--- src/rtl/en_reg_pipe_pkg.sv ---
// en_reg_pipe_pkg: sizing helper shared by en_reg_pipe and its parents
package en_reg_pipe_pkg;
   function automatic int cnt_w(input int depth);
      return $clog2(depth + 1);
   endfunction
endpackage

--- src/rtl/en_reg_stage.sv ---
// en_reg_stage: one enable-gated data register with its valid tag
module en_reg_stage #(
   parameter int               WIDTH     = 8,
   parameter logic [WIDTH-1:0] RESET_VAL = '0
) (
   input  logic             clk,
   input  logic             reset,
   input  logic             en,
   input  logic             clr_valid,
   input  logic [WIDTH-1:0] d,
   input  logic             v_in,
   output logic [WIDTH-1:0] q,
   output logic             v
);
   always_ff @(posedge clk)
      if (!reset) begin
         q <= RESET_VAL;
         v <= 1'b0;
      end else if (clr_valid)
         v <= 1'b0;
      else if (en) begin
         q <= d;
         v <= v_in;
      end
endmodule

--- src/rtl/en_reg_pipe.sv ---
// en_reg_pipe: stallable DEPTH-stage register pipeline with valid tags, flush and occupancy count
module en_reg_pipe
   import en_reg_pipe_pkg::*;
#(
   parameter int               WIDTH     = 8,
   parameter int               DEPTH     = 4,
   parameter logic [WIDTH-1:0] RESET_VAL = '0
) (
   input  logic                      clk,
   input  logic                      reset,
   input  logic                      en,
   input  logic                      flush,
   input  logic [WIDTH-1:0]          d,
   input  logic                      d_valid,
   output logic [WIDTH-1:0]          q,
   output logic                      q_valid,
   output logic [cnt_w(DEPTH)-1:0]   count
);
   localparam int CW = cnt_w(DEPTH);
   if (DEPTH < 1) begin : g_depth_chk
      $error("en_reg_pipe: DEPTH must be >= 1");
   end
   logic [DEPTH-1:0][WIDTH-1:0] data;
   logic [DEPTH-1:0]            valid;
   logic [DEPTH:0][WIDTH-1:0]   data_in;
   logic [DEPTH:0]              valid_in;
   // Entry i of the *_in chains feeds stage i; the top entry is unused.
   assign data_in  = {data, d};
   assign valid_in = {valid, d_valid};
   for (genvar i = 0; i < DEPTH; i++) begin : g_stage
      en_reg_stage #(
         .WIDTH     (WIDTH),
         .RESET_VAL (RESET_VAL)
      ) u_stage (
         .clk       (clk),
         .reset     (reset),
         .en        (en),
         .clr_valid (flush),
         .d         (data_in[i]),
         .v_in      (valid_in[i]),
         .q         (data[i]),
         .v         (valid[i])
      );
   end
   always_ff @(posedge clk)
      if (!reset || flush)
         count <= '0;
      else if (en)
         count <= count + CW'(d_valid) - CW'(valid[DEPTH-1]);
   assign q       = data[DEPTH-1];
   assign q_valid = valid[DEPTH-1];
endmodule

--- config.mk ---
export PLATFORM = sky130hd
export DESIGN_NAME = en_reg_pipe
export DESIGN_NICKNAME = d
export VERILOG_FILES = /design/src/rtl/en_reg_pipe_pkg.sv /design/src/rtl/en_reg_stage.sv /design/src/rtl/en_reg_pipe.sv
export SDC_FILE = /design/constraint.sdc
export NUM_CORES = 1
export LEC_CHECK = 0
export CORE_ASPECT_RATIO = 1.4
export CORE_MARGIN = 2
export CORE_UTILIZATION = 53
export DETAILED_ROUTE_END_ITERATION = 6
export PLACE_DENSITY = 0.78
export SLEW_MARGIN = 10
export SYNTH_ARGS = -nofsm -noshare
export SYNTH_HDL_FRONTEND = slang
export SYNTH_HIERARCHICAL = 1
export SYNTH_SLANG_ARGS = --single-unit
--- constraint.sdc ---
create_clock -name clk -period 2.2 [get_ports clk]
set_clock_uncertainty 0.2 [all_clocks]
set_input_delay 0.22 -clock clk [delete_from_list [all_inputs] [get_ports clk]]
set_output_delay 0.22 -clock clk [all_outputs]
set_load 0.01 [all_outputs]
Yosys cells after proc, flatten, opt, wreduce, memory -nomap -nowiden
Cells that the tools add are included.
{"block": "word_totals", "reg_bits": 39, "in_bits": 13, "output_inout_bits": 12, "word_cells": 17}
{"block": "classes", "add_sub_neg": 2, "bitwise_logic": 2, "reduce_logical": 4}
{"cell": "$add 3x1->3", "count": 1}
{"cell": "$sub 3x1->3", "count": 1}
{"cell": "$not 1->1", "count": 2}
{"cell": "$reduce_and 2->1", "count": 1}
{"cell": "$reduce_or 2->1", "count": 1}
{"cell": "$logic_not 1->1", "count": 1}
{"cell": "$logic_or 1x1->1", "count": 1}

Depth between registers and ports, before layout
Gate-level depths: netlist of the first run.
{"block": "logic_depth", "ltp_word": 2, "ltp_mapped": 9, "mapped_depth_nobuf": 9}

Modules after synthesis
The synthesis of the first run kept the hierarchy.
{"mod": "en_reg_stage", "n_inst": 4, "cells_each": 39, "area_per_inst_um2": 381.6, "seq_area_each_um2": 180.2}
{"mod": "en_reg_pipe", "n_inst": 1, "cells_each": 19, "area_per_inst_um2": 180.2, "seq_area_each_um2": 60.1}

Worst setup path before layout of the first run
Ideal clock, no wire load.
{"block": "synth_timing", "path_type": "register to register", "from": "register count[0]", "to": "register count[2]", "setup_ns": 0.059, "t_arrival_ns": 1.746, "required_time_ns": 1.941, "setup_slack_ns": 0.195, "path_stages_with_launch": 10, "n_path_buf": 0, "period_less_slack_ns": 2.005, "cell_sequence": "dfxtp_1 -> inv_1 -> ha_1 -> inv_1 -> ha_1 -> inv_1 -> fa_1 -> xor2_1 -> a211oi_1 -> a31o_1"}
{"block": "synth_via", "elab_chain_cells": 2}
{"element": "start, declared", "line": "en_reg_pipe.sv:17", "rtl": "output logic [cnt_w(DEPTH)-1:0] count"}
{"element": "start signal, assigned", "line": "en_reg_pipe.sv:49", "rtl": "count <= count + CW'(d_valid) - CW'(valid[DEPTH-1]);"}
{"element": "$add 3x1->3", "line": "en_reg_pipe.sv:49"}
{"element": "$sub 3x1->3", "line": "en_reg_pipe.sv:49"}
No other way between the ends.
A chain may end at the register's enable or synchronous reset.

Final worst setup path of the first run
Same ends and word-level chain as after synthesis.

==> results of run 1 <==
[Yosys cell counts, drive strengths merged]
master,instances
nand2,64
a211oi,2
fa,1
mux2i,37
nor3b,4
xor2,1
nor2b,4
buf,12
ha,2
inv,4
nand2b,1
nor2,3
a31o,1
dfxtp,39
[repair_timing]
item / 4_1_cts / 5_1_grt
endpoints found under the hold margin: 0 / 0
endpoints found under the setup margin: 0 / 1
resized for setup: 0 / 1
[power groups by stage]
stage | logic (mW) | clock network [mW] | registers, mW
2_1_floorplan | 0.0860 | 0 | 0.742
3_3_place_gp | 0.110 | 0 | 0.742
3_5_place_dp | 0.115 | 0 | 0.743
4_1_cts | 0.115 | 0.474 | 0.727
5_1_grt | 0.125 | 0.501 | 0.728
6_report | 0.114 | 0.447 | 0.727
[critical path, stage by stage, from the launching register on]
cell and delay [ns]:
dfxtp_2 0.34, inv_1 0.04, ha_1 0.26, inv_1 0.06, ha_1 0.14, inv_1 0.05
fa_1 0.38, xor2_1 0.18, a211oi_1 0.09, a31o_1 0.20
[metrics by stage]
step                power [mW]  cell area (um^2)  utilization, %  cells  worst slack (ns)
finish                   1.288              1981           64.04    236            0.1494
CTS                      1.316              1979           64.00    236            0.1041
floorplan               0.8283              1707               -    175            0.1950
global placement        0.8519              1898           61.37    228            0.1910
global route             1.354              1981           64.04    236           0.02063
detailed placement      0.8583              1898           61.37    228           0.09051
[sequential cells by signal (all words and copies together) (netlist names)]
register           count
g_stage.u_stage/q     32
g_stage.u_stage/v      4
count                  3
[area by class of cell]
cell class	count	area, um^2
Clock buffer	7	76.32
Clock inverter	1	5.005
Fill cell	269	1112
Inverter	4	15.01
Multi-Input combinational cell	120	790.8
Sequential cell	39	782.0
Tap cell	39	48.80
Timing Repair Buffer	26	262.8
[cell families (layout without fill, tap and decap cells)]
| logic type | Yosys count | after routing | synth area share [%] |
|---|---|---|---|
| and+or+nand+nor | 76 | 76 | 20.09 |
| DFF | 39 | 39 | 45.75 |
| muxes | 37 | 37 | 21.70 |
| buffers and inverters | 16 | 38 | 7.918 |
| adders and majority gates | 3 | 3 | 2.639 |
| AOI/OAI and AO/OA | 3 | 3 | 1.393 |
| xor gates and xnor gates | 1 | 1 | 0.5133 |
[metal layers]
| layer | routed length (um) | vias to the layer above | GRT usage [%] |
|---|---|---|---|
| met4 | 0 | 0 | 11.99 |
| met1 | 1152 | 505 | 17.68 |
| met2 | 1355 | 23 | 28.13 |
| met3 | 110 | 0 | 5.274 |
| met5 | 0 | - | 0 |
| li1 | - | 602 | - |
[worst paths after layout]
kind	start	endpoint	slack, ns	cells after the start
worst max-delay path	count[0]	count[2]	0.15	9
worst min-delay path	reset	g_stage[0].u_stage/q[4]	0.23	4
worst max register to register	count[0]	count[2]	0.15	9
worst min register to register	g_stage[1].u_stage/q[6]	g_stage[1].u_stage/q[6]	0.26	2
==> results.sh, run 1 <==
export IMPL_max_freq_mhz=487.7
export IMPL_die_area_um2=3696
export IMPL_area_delta_synth_final_pct=16.06
export IMPL_post_cts_buffers=0
export IMPL_via_count=1130
export IMPL_setup_viol=0
export IMPL_final_hold_violation_count=0
export IMPL_routabilityCongestion=0.7665
export IMPL_yosys_warnings=6
export IMPL_die_y_um=71.14
export IMPL_antenna_found_initial=0
export IMPL_timing_setup_tns_ns=0
export IMPL_min_period_ns=2.051
export IMPL_syn_num_nets=191
export IMPL_combPwrFrac_pct=8.8
export IMPL_period_share_pct=93.21
export IMPL_grt_max_degree=70
export IMPL_wire_per_inst_um=11.10
export IMPL_rsz0062_at_grt="no"
export IMPL_rows=24
export IMPL_cts_clk_slew_worst_paths_ns=0.07
export IMPL_powerDensity_nw_per_um2=650.3
export IMPL_clk_path_buf_depth=2
export IMPL_p_seq_share_pct=56.4
export IMPL_insertion_delay_ns=0.29
export IMPL_critPathKind="flop to flop"
export IMPL_grt_usage_pct=17.01
export IMPL_core_um2=3093
export IMPL_die_x_um=51.96
export IMPL_ant_nets=0
export IMPL_synth_seq_cells=39
export IMPL_cp_required_ns=2.17
export IMPL_drive_gt1_share_pct=7.107
export IMPL_port_buffers=24
export IMPL_finalMaxSlewViolations=0
export IMPL_worst_hold_slack_ns=0.2294
export IMPL_switching_power_uw=288.7
export IMPL_hp_class="input port to flop"
export IMPL_critPathArrivalTime_ns=2.03
export IMPL_num_antenna_cells=0
export IMPL_hpwl_um=1922
export IMPL_io_pins=25
export IMPL_cts_tree="built"
export IMPL_ir_worst_vdd_v=0.0004747
export IMPL_final_cell_mix="64 x nand2_1, 38 x dfxtp_1, 37 x mux2i_1"
export IMPL_ys_seq_area_share_pct=45.75
export IMPL_relSlewSlack_pct=64.07
export IMPL_avgViaCountPerCell=4.788
export IMPL_h_tree_depth=2
export IMPL_crit_fanout=3
export IMPL_dr_pass1_iters=4
export IMPL_leakagePower_nw=0.7477
export IMPL_avgSynthCellArea_um2=9.752
export IMPL_start_kind="flop"
export IMPL_finalWirelength_um=2619
export IMPL_grt_pass1_wl_um=4623
export IMPL_synth_area_leaders="dfxtp_1 46%, mux2i_1 22%, nand2_1 14%"
export IMPL_maxCapViolCount=0
export IMPL_numCtsBuffers=5
export IMPL_holdBufCountCts=0
export IMPL_worstSetupEndpointType="flop"
export IMPL_synth_cell_area_um2=1707
export IMPL_synth_distinct_cells=15
export IMPL_yosys_area_top_type="dfxtp_1"
export IMPL_status="complete, no violations"
export IMPL_final_common_cell="nand2_1"
export IMPL_cts_root_buf="clkbuf_8"
export IMPL_syn_inst=175
export IMPL_swShare_pct=22.41
export IMPL_drc=0
export IMPL_internal_power_uw=999.3
export IMPL_nNetsFinal=212
export IMPL_grt_pass1_vias=1107
export IMPL_initial_core_util_pct=55.18
export IMPL_clock_sinks=39
export IMPL_drt_first_iter_violations=29
export IMPL_p_clk_share_pct=34.7
export IMPL_tightestPinTransition_ns=0.5372
export IMPL_grt_overflow_total=0
export IMPL_synth_top_cell_area_share_pct=45.75
(Power assumes the default switching activity.)
==> inputs of run 2 (changes only) <==
TNS_END_PERCENT = 10   (was unset)
==> results of run 2 <==
Same layout as run 1: the final DEF is identical, and so are final timing and power.
==> inputs of run 3 (changes only) <==
CAP_MARGIN = 20   (was unset)
PLACE_DENSITY = 0.83   (was 0.78)
==> run 3 against run 2 <==
Net effect: flip-flop and latch count is the same; design area grew 2.3%; die area is the same; non-clock buffer count grew 1; power grew 18%; sequential power is essentially flat; global-route usage shrank 0.49 points; final cell count grew 0.42%; register-to-register slack lost 0.02 ns; core utilization grew 1.5 points; clock power grew 52%; routed wire length shrank 0.42%; critical endpoint unchanged; highest routed layer is now met4.
==> results.sh, run 3 (synthesis gave the netlist of run 1 again) <==
export IMPL_status="complete, no violations"
export IMPL_timing_setup_tns_ns=0
export IMPL_insertion_delay_ns=0.28
export IMPL_utilization_pct=65.49
export IMPL_die_y_um=71.14
export IMPL_ir_worst_vdd_v=0.0006293
export IMPL_critPathArrivalTime_ns=2.10
export IMPL_reg_top3="g_stage.u_stage/q (32), g_stage.u_stage/v (4), count (3)"
export IMPL_final_common_cell="nand2_1"
export IMPL_avgViaCountPerCell=4.840
export IMPL_post_cts_buffers=0
export IMPL_crit_path_top_delay_cell="fa_1"
export IMPL_rrSetupSlack_ns=0.13
export IMPL_leakagePower_nw=0.7706
export IMPL_dr_pass1_iters=4
export IMPL_finalWirelength_um=2608
export IMPL_period_share_pct=94.30
export IMPL_drc=0
export IMPL_worst_hold_slack_ns=0.2242
export IMPL_cts_root_buf="clkbuf_8"
export IMPL_num_antenna_cells=0
export IMPL_grt_pass1_wl_um=4519
export IMPL_cts_clk_slew_worst_paths_ns=0.07
export IMPL_critPathKind="flop to flop"
export IMPL_initial_core_util_pct=55.18
export IMPL_routabilityCongestion=0.7405
export IMPL_worstSetupEndpointType="flop"
export IMPL_port_buffers=24
export IMPL_io_pins=25
export IMPL_maxCapViolCount=0
export IMPL_die_x_um=51.96
export IMPL_grt_usage_pct=16.52
export IMPL_rows=24
export IMPL_max_freq_mhz=482.0
export IMPL_nNetsFinal=213
export IMPL_worst_path_dominant_cell_family="adder cells"
export IMPL_finalMaxSlewViolations=0
export IMPL_clock_sinks=39
export IMPL_hpwl_um=2005
export IMPL_crit_chain="inv_1 -> ha_1 -> inv_1 -> ha_1 -> inv_1 -> fa_1 -> xor2_1 -> a211oi_1 -> a31o_1"
export IMPL_ant_nets=0
export IMPL_finalPower_mw=1.518
export IMPL_die_area_um2=3696
export IMPL_core_um2=3093
export IMPL_setup_viol=0
export IMPL_cts_resized=0
export IMPL_area_delta_synth_final_pct=18.69
export IMPL_top_register="g_stage.u_stage/q"
export IMPL_numCtsBuffers=5
export IMPL_rsz0062_at_grt="no"
export IMPL_crit_fanout=3
export IMPL_tightestPinTransition_ns=0.5685
export IMPL_cp_required_ns=2.23
export IMPL_largest_reg_flops=32
export IMPL_grt_overflow_total=0
export IMPL_final_cell_mix="64 x nand2_1, 39 x dfxtp_1, 37 x mux2i_1"
export IMPL_clk_path_buf_depth=2
export IMPL_drive_gt1_share_pct=7.576
export IMPL_antenna_found_initial=0
export IMPL_grt_max_degree=33
export IMPL_hp_class="input port to flop"
export IMPL_h_tree_depth=2
export IMPL_drt_first_iter_violations=23
export IMPL_relSlewSlack_pct=61.98
export IMPL_grt_pass1_vias=1141
export IMPL_powerDensity_nw_per_um2=749.5
export IMPL_final_hold_violation_count=0
export IMPL_min_period_ns=2.075
export IMPL_max_stage_delay_ns=0.37
export IMPL_cts_tree="built"
export IMPL_holdBufCountCts=0
export IMPL_path_buf_inv=3
export IMPL_start_kind="flop"
export IMPL_wire_per_inst_um=11.00
export IMPL_crit_top_cell="inv_1"
export IMPL_via_count=1147
run 3: area by class of cell:
class	instances	area (um^2)
sequential	39	780.7
timing repair buffer	27	257.7
tap	39	48.80
fill	263	1067
clock buffer	6	72.57
clock inverter	2	60.06
inverter	4	15.01
multi-input combinational	120	790.8
run 3: routing by layer:
metal  global-route usage, %  share of wire, %
met1                   16.80                41
met2                   28.69                52
met3                   5.696               4.6
met4                   8.772               2.0
met5                       0                 0
run 3: worst register-to-register path: stages (launching register included):
cell      delay (ns)
dfxtp_1         0.36
inv_1           0.05
ha_1            0.26
inv_1           0.06
ha_1            0.13
inv_1           0.05
fa_1            0.37
xor2_1          0.16
a211oi_1        0.25
a31o_1          0.13
run 3: report_power, final:
group          leakage (nW)  internal (mW)  total [mW]  switching [mW]
logic                 0.390         0.0561       0.112          0.0555
clock network        0.0654          0.453       0.680           0.227
registers             0.316          0.719       0.727         0.00741
run 3: stage by stage:
step	worst slack [ns]	cells	area, um^2
5_1_grt	0.003765	237	2026
6_report	0.1253	237	2026
2_1_floorplan	0.1950	175	1707
3_3_place_gp	0.1927	229	1893
4_1_cts	0.1032	237	2026
3_5_place_dp	0.1071	229	1893
run 3: path summary, 6_finish.rpt:
check,from,to,depth (start not counted)
setup reg to reg,count[0],count[2],9
setup / recovery,count[0],count[2],9
hold reg to reg,g_stage[3].u_stage/q[5],g_stage[3].u_stage/q[5],2
hold / removal,reset,g_stage[3].u_stage/q[5],3
